==> src/rtl/vending_machine_def.sv <==
// Shared vending definitions: coin values, item prices, sizes and state encoding.
package vending_machine_def;

  localparam int unsigned kNumCoins  = 3;
  localparam int unsigned kNumItems  = 4;
  localparam int unsigned kTotalBits = 31;
  localparam int unsigned kTimeout   = 100;

  typedef enum logic [1:0] {
    ST_IDLE   = 2'd0,
    ST_ACTIVE = 2'd1,
    ST_RETURN = 2'd2
  } state_t;

  // Coin value for coin bit idx (100 / 500 / 1000).
  function automatic int unsigned coin_value(input int idx);
    case (idx)
      0:       return 100;
      1:       return 500;
      default: return 1000;
    endcase
  endfunction

  // Price for item bit idx (400 / 500 / 1000 / 2000).
  function automatic int unsigned item_price(input int idx);
    case (idx)
      0:       return 400;
      1:       return 500;
      2:       return 1000;
      default: return 2000;
    endcase
  endfunction

endpackage

==> src/rtl/change_selector.sv <==
// Greedy change picker: largest coin not exceeding the total, as one-hot plus value.
module change_selector #(
  parameter int unsigned kTotalBits = vending_machine_def::kTotalBits
) (
  input  logic [kTotalBits-1:0]                    total,
  output logic [vending_machine_def::kNumCoins-1:0] coin,
  output logic [kTotalBits-1:0]                    value
);

  localparam int unsigned kNumCoins = vending_machine_def::kNumCoins;

  logic found;

  // Scan coins from largest to smallest, keep the first that fits.
  always_comb begin
    coin  = '0;
    value = '0;
    found = 1'b0;
    for (int i = int'(kNumCoins) - 1; i >= 0; i--) begin
      if (!found && (total >= kTotalBits'(vending_machine_def::coin_value(i)))) begin
        found = 1'b1;
        coin  = kNumCoins'(1) << i;
        value = kTotalBits'(vending_machine_def::coin_value(i));
      end
    end
  end

endmodule

==> src/rtl/vend_sequencer.sv <==
// Vending sequencer: coin accumulation, item purchase, timeout and greedy change return.
module vend_sequencer #(
  parameter int unsigned kTotalBits = vending_machine_def::kTotalBits,
  parameter int unsigned kTimeout   = vending_machine_def::kTimeout
) (
  input  logic                                      clk,
  input  logic                                      reset,
  input  logic [vending_machine_def::kNumCoins-1:0] i_coin,
  input  logic [vending_machine_def::kNumItems-1:0] i_select,
  input  logic                                      i_trigger_return,
  output logic [vending_machine_def::kNumItems-1:0] o_available_item,
  output logic [vending_machine_def::kNumItems-1:0] o_output_item,
  output logic [vending_machine_def::kNumCoins-1:0] o_return_coin,
  output logic [kTotalBits-1:0]                     o_current_total
);

  localparam int unsigned kNumCoins  = vending_machine_def::kNumCoins;
  localparam int unsigned kNumItems  = vending_machine_def::kNumItems;
  localparam int unsigned kSumBits   = kTotalBits + 1;
  localparam int unsigned kTimerBits = $clog2(kTimeout + 1);

  vending_machine_def::state_t state, state_next;
  logic [kTotalBits-1:0] total, total_next, work, price, chg_value;
  logic [kTimerBits-1:0] timer, timer_next;
  logic [kNumItems-1:0]  item_next, sel_onehot;
  logic [kNumCoins-1:0]  ret_next, chg_coin;
  logic [kSumBits-1:0]   coin_sum, gross;
  logic                  coin_ok, sel_hit, buy;

  change_selector #(.kTotalBits(kTotalBits)) u_change (
    .total (total),
    .coin  (chg_coin),
    .value (chg_value)
  );

  // Sum this cycle's coins one bit wider than the total so overflow is visible.
  always_comb begin
    coin_sum = '0;
    for (int i = 0; i < int'(kNumCoins); i++) begin
      if (i_coin[i]) coin_sum = coin_sum + kSumBits'(vending_machine_def::coin_value(i));
    end
    gross   = {1'b0, total} + coin_sum;
    coin_ok = (|i_coin) && !gross[kTotalBits];
  end

  // Lowest-index select wins; affordability is judged on the pre-coin total.
  always_comb begin
    sel_hit    = 1'b0;
    sel_onehot = '0;
    price      = '0;
    for (int i = int'(kNumItems) - 1; i >= 0; i--) begin
      if (i_select[i]) begin
        sel_hit    = 1'b1;
        sel_onehot = kNumItems'(1) << i;
        price      = kTotalBits'(vending_machine_def::item_price(i));
      end
    end
    buy = sel_hit && (price <= total);
  end

  // Items affordable with the registered total.
  always_comb begin
    o_available_item = '0;
    for (int i = 0; i < int'(kNumItems); i++) begin
      o_available_item[i] = (total >= kTotalBits'(vending_machine_def::item_price(i)));
    end
  end

  // Next state, total, timer and output pulses.
  always_comb begin
    state_next = state;
    total_next = total;
    timer_next = timer;
    item_next  = '0;
    ret_next   = '0;
    work       = total;
    case (state)
      vending_machine_def::ST_IDLE, vending_machine_def::ST_ACTIVE: begin
        if (coin_ok) work = gross[kTotalBits-1:0];
        if (buy) begin
          work      = work - price;
          item_next = sel_onehot;
        end
        total_next = work;
        if (coin_ok || buy) timer_next = kTimerBits'(kTimeout);
        else if (state == vending_machine_def::ST_ACTIVE) timer_next = timer - kTimerBits'(1);
        if (work == '0) state_next = vending_machine_def::ST_IDLE;
        else if ((state == vending_machine_def::ST_ACTIVE) &&
                 (i_trigger_return || (timer_next == '0)))
          state_next = vending_machine_def::ST_RETURN;
        else state_next = vending_machine_def::ST_ACTIVE;
      end
      vending_machine_def::ST_RETURN: begin
        timer_next = kTimerBits'(kTimeout);
        if (total == '0) state_next = vending_machine_def::ST_IDLE;
        else if (chg_coin == '0) total_next = '0;
        else begin
          ret_next   = chg_coin;
          total_next = total - chg_value;
        end
      end
      default: state_next = vending_machine_def::ST_IDLE;
    endcase
  end

  // State, total, timer and registered output pulses.
  always_ff @(posedge clk or posedge reset) begin
    if (reset) begin
      state         <= vending_machine_def::ST_IDLE;
      total         <= '0;
      timer         <= kTimerBits'(kTimeout);
      o_output_item <= '0;
      o_return_coin <= '0;
    end else begin
      state         <= state_next;
      total         <= total_next;
      timer         <= timer_next;
      o_output_item <= item_next;
      o_return_coin <= ret_next;
    end
  end

  assign o_current_total = total;

endmodule
==> config.mk <==
export PLATFORM = sky130hd
export DESIGN_NAME = vend_sequencer
export DESIGN_NICKNAME = d
export VERILOG_FILES = /design/src/rtl/vending_machine_def.sv /design/src/rtl/change_selector.sv /design/src/rtl/vend_sequencer.sv
export SDC_FILE = /design/constraint.sdc
export NUM_CORES = 1
export LEC_CHECK = 0
export ABC_CLOCK_PERIOD_IN_PS = 11700
export BUFFER_PORTS_ARGS = -buffer_cell sky130_fd_sc_hd__buf_4
export CORE_MARGIN = 3
export CORE_UTILIZATION = 65
export CTS_BUF_LIST = sky130_fd_sc_hd__clkbuf_8
export DETAILED_ROUTE_END_ITERATION = 8
export PLACE_DENSITY = 0.84
export REMOVE_ABC_BUFFERS = 1
export SYNTH_ARGS = -nofsm -noshare
export SYNTH_HDL_FRONTEND = slang
export SYNTH_SLANG_ARGS = --single-unit
==> constraint.sdc <==
create_clock -name clk -period 11.7 [get_ports clk]
set_input_delay 1.755 -clock clk [delete_from_list [all_inputs] [get_ports clk]]
set_output_delay 1.755 -clock clk [all_outputs]
set_load 0.02 [all_outputs]
---- Yosys cells after proc, flatten, opt, wreduce, memory -nomap -nowiden ----
Index checks and enable logic that the tools add are counted.
operators by class
  $lt $le $gt $ge ......................... 6
  eq/ne operators ......................... 4
  multiplexer cells ....................... 45
  $add $sub $neg .......................... 6
  reduce and logical (&&, ||, !) cells .... 19
operators by type and width
  operator                                               count
  two-way mux 31 bit                                     9
  two-way mux 32 bit                                     4
  adder 32 bit                                           2
  >= comparator 31 x 9 -> 1 bit, second input constant   2
  logical NOT 31 bit                                     2
  case mux 31 bit (2 select lines)                       1
  subtractor 31 bit                                      2
  adder 31 x 32 -> 32 bit                                1
  >= comparator 31 x 10 -> 1 bit, second input constant  1
  >= comparator 31 x 11 -> 1 bit, second input constant  1
  >= comparator 31 x 7 -> 1 bit, second input constant   1
  <= comparator 31 bit                                   1
  two-way mux 10 bit                                     3
  two-way mux 7 bit                                      4
  two-way mux 4 bit                                      6
  two-way mux 3 bit                                      6
  case mux 7 bit (2 select lines)                        1
  two-way mux 11 bit                                     1
  logical NOT 7 bit                                      1
  subtractor 7 x 1 -> 7 bit, second input constant       1
  two-way mux 1 bit                                      6
  two-way mux 2 bit                                      3
  logical AND 1 bit                                      5
  != test 2 bit, second input constant                   2
  11 further kinds                                       14
storage, ports and cells
  bits of input ports ..................... 10
  flip-flop bits (word level) ............. 47

---- Depth between registers and ports, before layout ----
Gate-level depths: netlist of run 1.
  word-level depth ........................ 17
  depth in mapped cells ................... 26

---- By module ----
Synthesis of run 1 repeated with hierarchy kept, for this count alone.
second synthesis, totals
  cell total of the unflattened synthesis .. 947
  area, all modules ....................... 7135.6 µm²
modules (own cells, without submodules)
  module           area each (µm²)  times used  cells an instance
  vend_sequencer   6750.2           1           894
  change_selector  385.4            1           53

---- Worst setup path after synthesis of run 1 ----
Ideal clock, no wire load.
  path kind ............................... input to register
  start point ............................. in i_coin[0] (netlist name)
  end point ............................... reg state[1]
  slack ................................... 4550 ps
  buffers on the path ..................... 1
  cell stages on the path ................. 25
  arrival time ............................ 7010 ps
  cell sequence ........................... inv_1 -> ha_1 -> mux2_2 -> ha_1 -> nand3_1 -> and2_1 -> a21boi_2 -> o211ai_1 -> nand2_1 -> clkbuf_1 -> mux2i_1 -> ha_1 -> inv_1 -> fa_1 -> a211oi_1 -> o21ai_0 -> a311oi_1 -> a21boi_0 -> nand4_1 -> a221oi_1 -> and2b_1 -> xor2_1 -> o211ai_2 -> nor4b_2 -> a22oi_1
between the ends
  word-level cells in the longest chain between the ends .. 17
  elaborated cells between the ends (all ways) .. 24
  classes of those cells .................. add/sub: 4; mux: 12; reduce/logical: 8
ends and longest elaborated chain
  what                                                   RTL line               RTL
  start: declaration                                     vend_sequencer.sv:8    input logic [vending_machine_def::kNumCoins-1:0] i_coin,
  branches (longest 15 deep; another with adder 32 bit)  n/a
  two-way mux 2 bit (*)                                  vend_sequencer.sv:87   if (work == '0) state_next = vending_machine_def::ST_IDLE;
  case mux 2 bit (2 select lines) (*)                    vend_sequencer.sv:77   case (state)
  end signal: assignment                                 vend_sequencer.sv:109  state <= vending_machine_def::ST_IDLE;
  end signal: assignment                                 vend_sequencer.sv:115  state <= state_next;
  end: declaration                                       vend_sequencer.sv:22   vending_machine_def::state_t state, state_next;
Mark *: on every way between the ends. The select of a mux whose other input is x is not followed.
A chain may end at the register's enable or synchronous reset.

---- Worst setup path in the final report of run 1 ----
Same ends and word-level chain as after synthesis.

==> run metrics, run 1 <==
status=finished clean; CP max-delay cell=nand2_1; sequential area share after synthesis=18.28%; Hold Crit Depth=1; Final Cell Area=6576 um^2; Worst Hold End=timer[6]$_DFFE_PP1N_; Initial Utilization=68.86%; Routed Wire Length=20220 um; Worst VDD drop=0.0001764 V; R2R Path End=state[1]$_DFFE_PP0P_; Pins Over Slew Limit=0; leakage=2.650 nW; initial DRC count=678; layout cell share with drive strength beyond 1=13.19%; GP Congestion=1.023; GR Util All Layers=36.48%; Worst Max-Slew Pin Slew=1.045 ns; cts hold-fix bufs=0; CTS HTree Levels=2; #FFs+latches synth=45; syn avg cell area=7.659 um^2; min Tclk post-route=7.914 ns; Synth top area share=17.00%; final worst path period share=67.64%; clk sinks=45; Clock Root Buffer=clkbuf_8; WP buf/inv=3; Setup Buffers After CTS=0; grt total ovfl=0; Synth Flop Type=dfrtp_1; Reg clk slew, reported paths=0.10 ns; RSZ-0062 raised after global routing=no; top-count cell post-synth=nand2_1; Post-synth ARST share=100.0%; clk_skew=0.01655 ns; R2R Setup Slk=5.17 ns; Max Clk Rate=126.4 MHz; Final #Nets=872; Yosys top cell by area=dfrtp_1; maxcap violations=0; via count=6611; CP peak stage delay=0.55 ns; drt pass-1 iters=6; Mapped Cells=807; Hold Slack=0.5376 ns; initial antenna violation count=0; core region area=8976 um^2; antenna viol nets, final=0; CTS Buffer Depth=2; worst hold start=timer[6]$_DFFE_PP1N_; P&R area growth vs syn=6.397%; synth cell count leaders=75 x nand2_1, 59 x o21ai_0, 52 x nor2_1; Netlist cell types=93; Worst EP required=11.89 ns; CP arrival=8.10 ns; area of the die=10720 um^2; Pwr Total=1.519 mW; largest net degree at the start of global routing=46; Final Hold Viols=0; crit end category=register; Setup Viol. Count Final=0; Crit path top cell by count=ha_1; Chip Height=103.5 um; DRC viols=0; CTS tree=yes; worst hold path class=reg -> reg; worst r2r src=o_current_total[21]$_DFFE_PP0P_; Max transition margin=30.23%; Post-synth EDFFs=0; Resized cells post-CTS=0; DR vias/cell=6.996; vias in the first global route=6216; Power Dens Cells=231.0 nW/um^2; chip width=103.5 um; CP Launch Type=primary input; R2R depth=19; row count=34; dpl hpwl=15240 um; CP top delay family=compound AO/OA/AOI/OAI gates; kind of critical path=in -> reg; IO Pins=52; post-placement cell area=6482 um^2; setup tns final=0 ns; PortBufs=49; synth top area cells=dfrtp_1 17%, ha_1 8.3%, xnor2_1 6.7%; crit-path max FO=15; Yosys warnings=0; # diodes=0; global-route wire length before repair=32360 um; Clk Latency, worst-skew pair=0.32 ns; CTS buffer count=5; fillcell total=730; Synth Cell Area=6181 um^2; WL/cell=21.40 um
[layer usage]
layer | vias to the layer above | track usage (%) | part of all wire, %
met5 | - | 2.381 | 0
met4 | 0 | 12.73 | 3.5
met3 | 69 | 7.711 | 11
met2 | 413 | 56.82 | 44
met1 | 3114 | 50.12 | 41
li1 | 3015 | - | -
[cell type report]
| type | instances | area, um^2 | area share, % |
|---|---|---|---|
| Clock buffer | 5 | 68.82 | 1.046 |
| Sequential cell | 45 | 1130 | 17.18 |
| Tap cell | 126 | 157.7 | 2.397 |
| Multi-Input combinational cell | 668 | 4632 | 70.43 |
| Timing Repair Buffer | 52 | 390.4 | 5.936 |
| Clock inverter | 3 | 25.02 | 0.3805 |
| Inverter | 46 | 172.7 | 2.626 |
[logic make-up (layout without fill, tap and decap cells)]
kind of cell | after synthesis | after routing | share of synthesized area (%)
and+or+nand+nor | 311 | 311 | 27.41
AOI/OAI and AO/OA | 236 | 236 | 26.94
buffers and inverters | 95 | 106 | 6.882
xor gates and xnor gates | 57 | 57 | 8.077
DFF | 45 | 45 | 18.28
adders and majority gates | 44 | 44 | 9.271
muxes | 18 | 18 | 3.077
other | 1 | 2 | 0.06067
[worst reg2reg max path: cells and delay by family (launching register included)]
family / cells / cell delay (ns)
AOI/OAI and AO/OA: 8 / 2.34
xor gates and xnor gates: 1 / 0.21
and+or+nand+nor: 6 / 2.09
adders and majority gates: 2 / 0.66
buffers and inverters: 1 / 0.06
DFF: 1 / 0.75
muxes: 1 / 0.32
[through the flow]
step                      setup slack (ns)  util [%]  instances
after global placement               3.975     72.22        937
after detailed placement             3.671     72.22        937
after floorplan                      4.700         -        759
after global routing                 3.233     73.26        945
final                                3.786     73.26        945
after CTS                            3.974     73.26        945
[power breakdown]
group          switching [mW]  leakage (nW)  total (mW)  internal (mW)
registers              0.0941         0.537       0.277          0.183
logic                   0.696          2.07        1.13          0.437
clock network          0.0656        0.0447       0.109         0.0433
[state kept, by name, summed over array words and instances (netlist names)]
register	cells
timer	7
o_return_coin	3
o_output_item	4
o_current_total	29
state	2
[cells in the final DEF (no fill, tap or decap), types with 10 or more instances in the layout]
| master | n |
|---|---|
| a21o_1 | 10 |
| a21oi_1 | 42 |
| a31oi_1 | 11 |
| and2_1 | 11 |
| and4_1 | 10 |
| buf_4 | 52 |
| dfrtp_1 | 42 |
| ha_1 | 41 |
| inv_1 | 44 |
| mux2i_1 | 10 |
| nand2_1 | 75 |
| nand2b_1 | 10 |
| nand3_1 | 17 |
| nand4_1 | 16 |
| nor2_1 | 51 |
| nor3_1 | 41 |
| nor4_1 | 15 |
| o211ai_1 | 12 |
| o21ai_0 | 59 |
| or3_1 | 11 |
| xnor2_1 | 47 |
| xor2_1 | 10 |
[worst max path at each step]
stage,startpoint,to,slack (ns),cells after the start
final,i_coin[0],state[1]$_DFFE_PP0P_,3.79,25
after global routing,i_coin[0],state[1]$_DFFE_PP0P_,3.23,25
after CTS,i_coin[0],state[1]$_DFFE_PP0P_,3.97,25
after detailed placement,i_coin[0],state[1]$_DFFE_PP0P_,3.67,25
after global placement,i_coin[0],state[1]$_DFFE_PP0P_,3.98,25
after floorplan,i_coin[0],state[1]$_DFFE_PP0P_,4.70,24
(Power assumes the default switching activity.)
==> run 2, diff against run 1 <==
Settings changed: ABC_AREA set to 1, ABC_CLOCK_PERIOD_IN_PS 11700 to 7600, CORE_UTILIZATION 65 to 64, PLACE_DENSITY 0.84 to 0.82.
Clock period 11.7 ns to 7.6 ns, I/O delays scaled along.
==> run 2 against run 1 <==
Against the previous run: via count is 18% higher; combinational power is 120% higher; worst setup slack worse by 1.9 ns; power is 110% higher; synthesized area is 7.1% higher; core utilization is 0.78 points lower; cell area is 9.2% higher; clock skew is 0.012 ns lower; die area is 8.3% higher; synthesized cell count is 47% higher; clock-buffer cell count stayed put; critical endpoint unchanged; highest routed layer unchanged.
==> run metrics, run 2 <==
Setup Buffers After CTS=0; final core occ=72.49%; CP top delay family=simple AND/OR/NAND/NOR gates; maxcap violations=0; met2 wire length=8674 um; worst r2r src=o_current_total[20]$_DFFE_PP0P_; setup tns final=0 ns; Worst Max-Slew Pin Slew=1.002 ns; antenna viol nets, final=0; #FFs+latches synth=45; uppermost layer routed=met4; GP Congestion=1.015; Final Cell Area=7183 um^2; Crit path top cell by count=nand2_1; commonest cells after routing, fill and taps aside=425 x nand2_1, 167 x inv_1, 133 x nor2_1; CP peak stage delay=0.43 ns; RSZ-0062 raised after global routing=no; layout cell share with drive strength beyond 1=8.883%; R2R Setup Slk=2.56 ns; DR vias/cell=5.722; Final #Nets=1280; min Tclk post-route=5.752 ns; final worst path period share=75.68%; Synth Flop Type=dfrtp_1; core region area=9910 um^2; CTS Buffer Depth=2; crit-path max FO=26; dpl cells=1352; GR Util All Layers=37.12%; cts hold-fix bufs=0; Chip Height=107.7 um; Max Clk Rate=173.9 MHz; Yosys warnings=0; Initial Utilization=66.83%; Synth Cell Area=6623 um^2; initial DRC count=1048; via count=7782; PortBufs=49; Routed Wire Length=21400 um; initial antenna violation count=0; Netlist cell types=48; # diodes=0; Worst VDD drop=0.0003772 V; Non-Filler Instances=1360; Pins Over Slew Limit=0; Clock Power Share=6.2%; WL/cell=15.74 um; Mapped Cells=1190; kind of critical path=in -> reg; fillcell total=963; multi-input logic area=4728 um^2; Max transition margin=33.22%; Synth top area share=24.09%; Final Hold Viols=0; Post-synth EDFFs=0; leakage=3.884 nW; largest net degree at the start of global routing=46; CP Launch Point=i_coin[0]; row count=36; CP arrival=5.97 ns; chip width=107.7 um; Clock Root Buffer=clkbuf_8; Reg clk slew, reported paths=0.10 ns; clk sinks=45; Resized cells post-CTS=0; drt pass-1 iters=7; Logic pwr share=76.3%; CP max-delay cell=fa_1; P_sw=1.962 mW; P_int=1.245 mW; Setup Viol. Count Final=0; Power Dens Cells=446.5 nW/um^2; CTS tree=yes; CTS buffer count=5; grt total ovfl=0; vias in the first global route=6689; WP buf/inv=3; sequential area share after synthesis=17.06%; CP Launch Type=primary input; synth cell count leaders=425 x nand2_1, 167 x inv_1, 133 x nor2_1; Post-synth ARST share=100.0%; syn avg cell area=5.565 um^2; top-count cell post-synth=nand2_1; Yosys top cell by area=nand2_1; met1 wire length=9371 um; CTS HTree Levels=2; clk_skew=0.004912 ns; status=finished clean; worst hold start=timer[6]$_DFFE_PP1N_; crit end category=register; dpl ws=1.591 ns; worst hold path class=reg -> reg; max reg flops=29; synth top area cells=nand2_1 24%, dfrtp_1 16%, nand3_1 9.5%; Reg area=1130 um^2; global-route wire length before repair=33870 um; switching part of the total=61.17%; IO Pins=52; fin worst setup slack=1.848 ns; dpl hpwl=17080 um; post-placement cell area=7072 um^2; Worst EP required=7.82 ns; area of the die=11600 um^2; most common cell after layout, fill and taps aside=nand2_1; Routed met3 length=2828 um; sequential share of power=17.5%; P&R area growth vs syn=8.464%; DRC viols=0; Clk Latency, worst-skew pair=0.33 ns
[run 2: cell count changes after synthesis, sizes merged, moves of 11 or more]
cell    previous run  this run
nand2             75       443
inv               45       171
nand3             17       126
nor2              54       148
xnor2             47         8
o21ai             65        28
nor3              42        18
a21oi             45        25
nor4              19         2
a31oi             12        24
buf               25        13
and4              11         0
clkbuf            24        13
or3               11         0
[run 2: power by group through the flow]
| stage | registers (mW) | clock network (mW) | logic (mW) |
|---|---|---|---|
| 5_1_grt | 0.568 | 0.201 | 2.72 |
| 3_3_place_gp | 0.549 | 0 | 2.34 |
| 4_1_cts | 0.543 | 0.194 | 2.37 |
| 6_report | 0.561 | 0.197 | 2.45 |
| 3_5_place_dp | 0.548 | 0 | 2.36 |
| 2_1_floorplan | 0.568 | 0 | 1.62 |
[run 2: per-layer routing]
layer  global-route usage (%)  vias to the layer above
met5                        0                        -
met1                    53.81                     3460
li1                         -                     3860
met3                    10.62                       40
met4                    9.378                        0
met2                    53.95                      422
[run 2: metrics by stage]
stage	hold slack, ns	power (mW)
3_3_place_gp	0.5556	2.890
5_1_grt	0.6332	3.485
6_report	0.5726	3.207
3_5_place_dp	0.5578	2.910
4_1_cts	0.5730	3.111
2_1_floorplan	0.5305	2.185
[run 2: cell type report]
type	count	area share, %
Clock buffer	5	0.9580
Clock inverter	3	0.5922
Inverter	171	8.936
Multi-Input combinational cell	949	65.82
Sequential cell	45	15.73
Tap cell	133	2.317
Timing Repair Buffer	54	5.644
[run 2: path summary, 6_finish.rpt]
kind	cells after the start	endpoint
max	34	state[1]$_DFFE_PP0P_
max in group asynchronous	2	timer[0]$_DFFE_PP0N_
min in group asynchronous	2	o_current_total[24]$_DFFE_PP0P_
min	2	timer[6]$_DFFE_PP1N_
max reg2reg	27	o_current_total[26]$_DFFE_PP0P_
min reg2reg	2	timer[6]$_DFFE_PP1N_
[run 2: cell families after synthesis]
kind of cell | after synthesis | synth area share, %
AND/OR/NAND/NOR | 775 | 49.99
buffers and inverters | 197 | 11.60
AO/OA/AOI/OAI | 103 | 9.333
flip-flops | 45 | 17.06
adder cells (fa/ha/maj) | 44 | 8.653
XOR/XNOR | 25 | 3.306
other | 1 | 0.05662
[run 2: worst min-delay path: stages (launching register included)]
cell and delay (ns):
dfstp_2 0.38, o21ai_0 0.15, inv_1 0.05
==> run 3, diff against run 2 <==
Settings changed: ABC_CLOCK_PERIOD_IN_PS 7600 to 5250, CORE_UTILIZATION 64 to 58, PLACE_DENSITY 0.82 to 0.79.
Clock period 7.6 ns to 5.25 ns, I/O delays scaled along.
==> run 3 against run 2 <==
Against the previous run: register-to-register slack got worse by 2.2 ns; critical path type is now reg -> reg; clock-buffer cell count rose by 2; highest routed layer unchanged; core utilization is 5.1 points lower; combinational power increased by 56%; largest power group unchanged; wire length is 5.4% higher; largest cell class unchanged.
==> run metrics, run 3 (synthesis gave the netlist of run 2 again) <==
CP arrival=5.16 ns; min Tclk post-route=4.934 ns; Final #Nets=1294; CTS tree=yes; kind of critical path=reg -> reg; CTS Buffer Depth=2; initial antenna violation count=0; Non-Filler Instances=1381; CP peak stage delay=0.49 ns; # diodes=0; CP max-delay cell=dfrtp_1; DRC viols=0; fin worst setup slack=0.3156 ns; largest net degree at the start of global routing=46; WL/cell=16.34 um; layout cell share with drive strength beyond 1=11.76%; area of the die=12740 um^2; Clock Root Buffer=clkbuf_8; Final Hold Viols=0; Worst Max-Slew Pin Slew=1.022 ns; CP Launch Type=register; crit-path max FO=7; sequential share of power=15.1%; CTS buffer count=5; PortBufs=49; GP Congestion=1.095; chip width=112.9 um; worst hold path class=reg -> reg; Clk Latency, worst-skew pair=0.32 ns; P_sw=2.934 mW; Clock Power Share=5.4%; Initial Utilization=60.30%; global-route wire length before repair=35890 um; Routed Wire Length=22570 um; R2R Setup Slk=0.32 ns; grt total ovfl=0; antenna viol nets, final=0; Chip Height=112.9 um; max reg flops=29; clk_skew=0.007501 ns; P_int=1.885 mW; GR Util All Layers=35.18%; Setup Buffers After CTS=0; Setup Viol. Count Final=0; Logic pwr share=79.5%; crit end category=register; CTS HTree Levels=2; commonest cells after routing, fill and taps aside=420 x nand2_1, 166 x inv_1, 131 x nor2_1; most common cell after layout, fill and taps aside=nand2_1; P&R area growth vs syn=11.73%; initial DRC count=1178; Crit path top cell by count=nand2_1; status=finished clean; cts hold-fix bufs=0; maxcap violations=0; IO Pins=52; Max Clk Rate=202.7 MHz; core region area=10980 um^2; Reg clk slew, reported paths=0.10 ns; switching part of the total=60.89%; dpl ws=-0.09729 ns; fillcell total=1077; Worst EP required=5.48 ns; via count=7959; Pins Over Slew Limit=0; row count=38; Power Dens Cells=651.2 nW/um^2; DR vias/cell=5.763; drt pass-1 iters=7; leakage=3.953 nW; Max transition margin=31.76%; dpl hpwl=17930 um; vias in the first global route=7017; Worst VDD drop=0.0005519 V; final worst path period share=93.99%; clk sinks=45; dpl cells=1373
run 3: final timing paths:
check | start | cells past startpoint | end
min reg2reg | timer[5]$_DFFE_PP1N_ | 2 | timer[5]$_DFFE_PP1N_
max in group asynchronous | reset | 2 | o_return_coin[0]$_DFF_PP0_
min | timer[5]$_DFFE_PP1N_ | 2 | timer[5]$_DFFE_PP1N_
max reg2reg | o_current_total[23]$_DFFE_PP0P_ | 29 | o_current_total[24]$_DFFE_PP0P_
min in group asynchronous | reset | 2 | o_current_total[24]$_DFFE_PP0P_
max | o_current_total[23]$_DFFE_PP0P_ | 29 | o_current_total[24]$_DFFE_PP0P_
run 3: repair_timing:
item                                    4_1_cts  5_1_grt
endpoints found under the setup margin        0        9
hold endpoints to repair                      0        0
resized for setup                             0       29
run 3: worst max-delay path: cells and delay by family, from the launching register on:
family                   cells  cell delay (ns)
AND/OR/NAND/NOR             18             2.44
AO/OA/AOI/OAI                4             0.71
buffers and inverters        5             0.66
adder cells (fa/ha/maj)      2             0.53
flip-flops                   1             0.49
run 3: final cells by class:
| cell class | instances | area [um^2] | share of cell area [%] |
|---|---|---|---|
| multi-input combinational | 949 | 4833 | 65.32 |
| clock buffer | 7 | 96.34 | 1.302 |
| timing repair buffer | 68 | 518.0 | 7.000 |
| inverter | 171 | 641.9 | 8.674 |
| tap | 140 | 175.2 | 2.367 |
| clock inverter | 1 | 5.005 | 0.06764 |
| sequential | 45 | 1130 | 15.27 |
run 3: stage by stage:
step | utilization (%) | hold WS (ns) | area, um^2 | TNS, ns | power (mW)
2_1_floorplan | - | 0.5305 | 6500 | 0 | 3.162
3_3_place_gp | 65.42 | 0.5642 | 7186 | 0 | 4.292
3_5_place_dp | 65.42 | 0.5673 | 7186 | -0.1700 | 4.324
4_1_cts | 66.35 | 0.5826 | 7287 | 0 | 4.596
5_1_grt | 67.37 | 0.6154 | 7400 | -0.04321 | 5.252
6_report | 67.37 | 0.5784 | 7400 | 0 | 4.818
run 3: layer usage:
layer	track usage (%)	wire length [um]	vias up
met1	51.03	9845	3560
met5	0	0	-
met3	9.840	2834	44
li1	-	-	3897
met2	50.36	9325	458
met4	11.38	563	0
run 3: power groups by stage:
| stage | sequential [mW] | combinational, mW | clock, mW |
|---|---|---|---|
| finish | 0.728 | 3.83 | 0.260 |
| global route | 0.744 | 4.24 | 0.269 |
| CTS | 0.713 | 3.62 | 0.260 |
| detailed placement | 0.720 | 3.60 | 0 |
| global placement | 0.718 | 3.57 | 0 |
| floorplan | 0.823 | 2.34 | 0 |
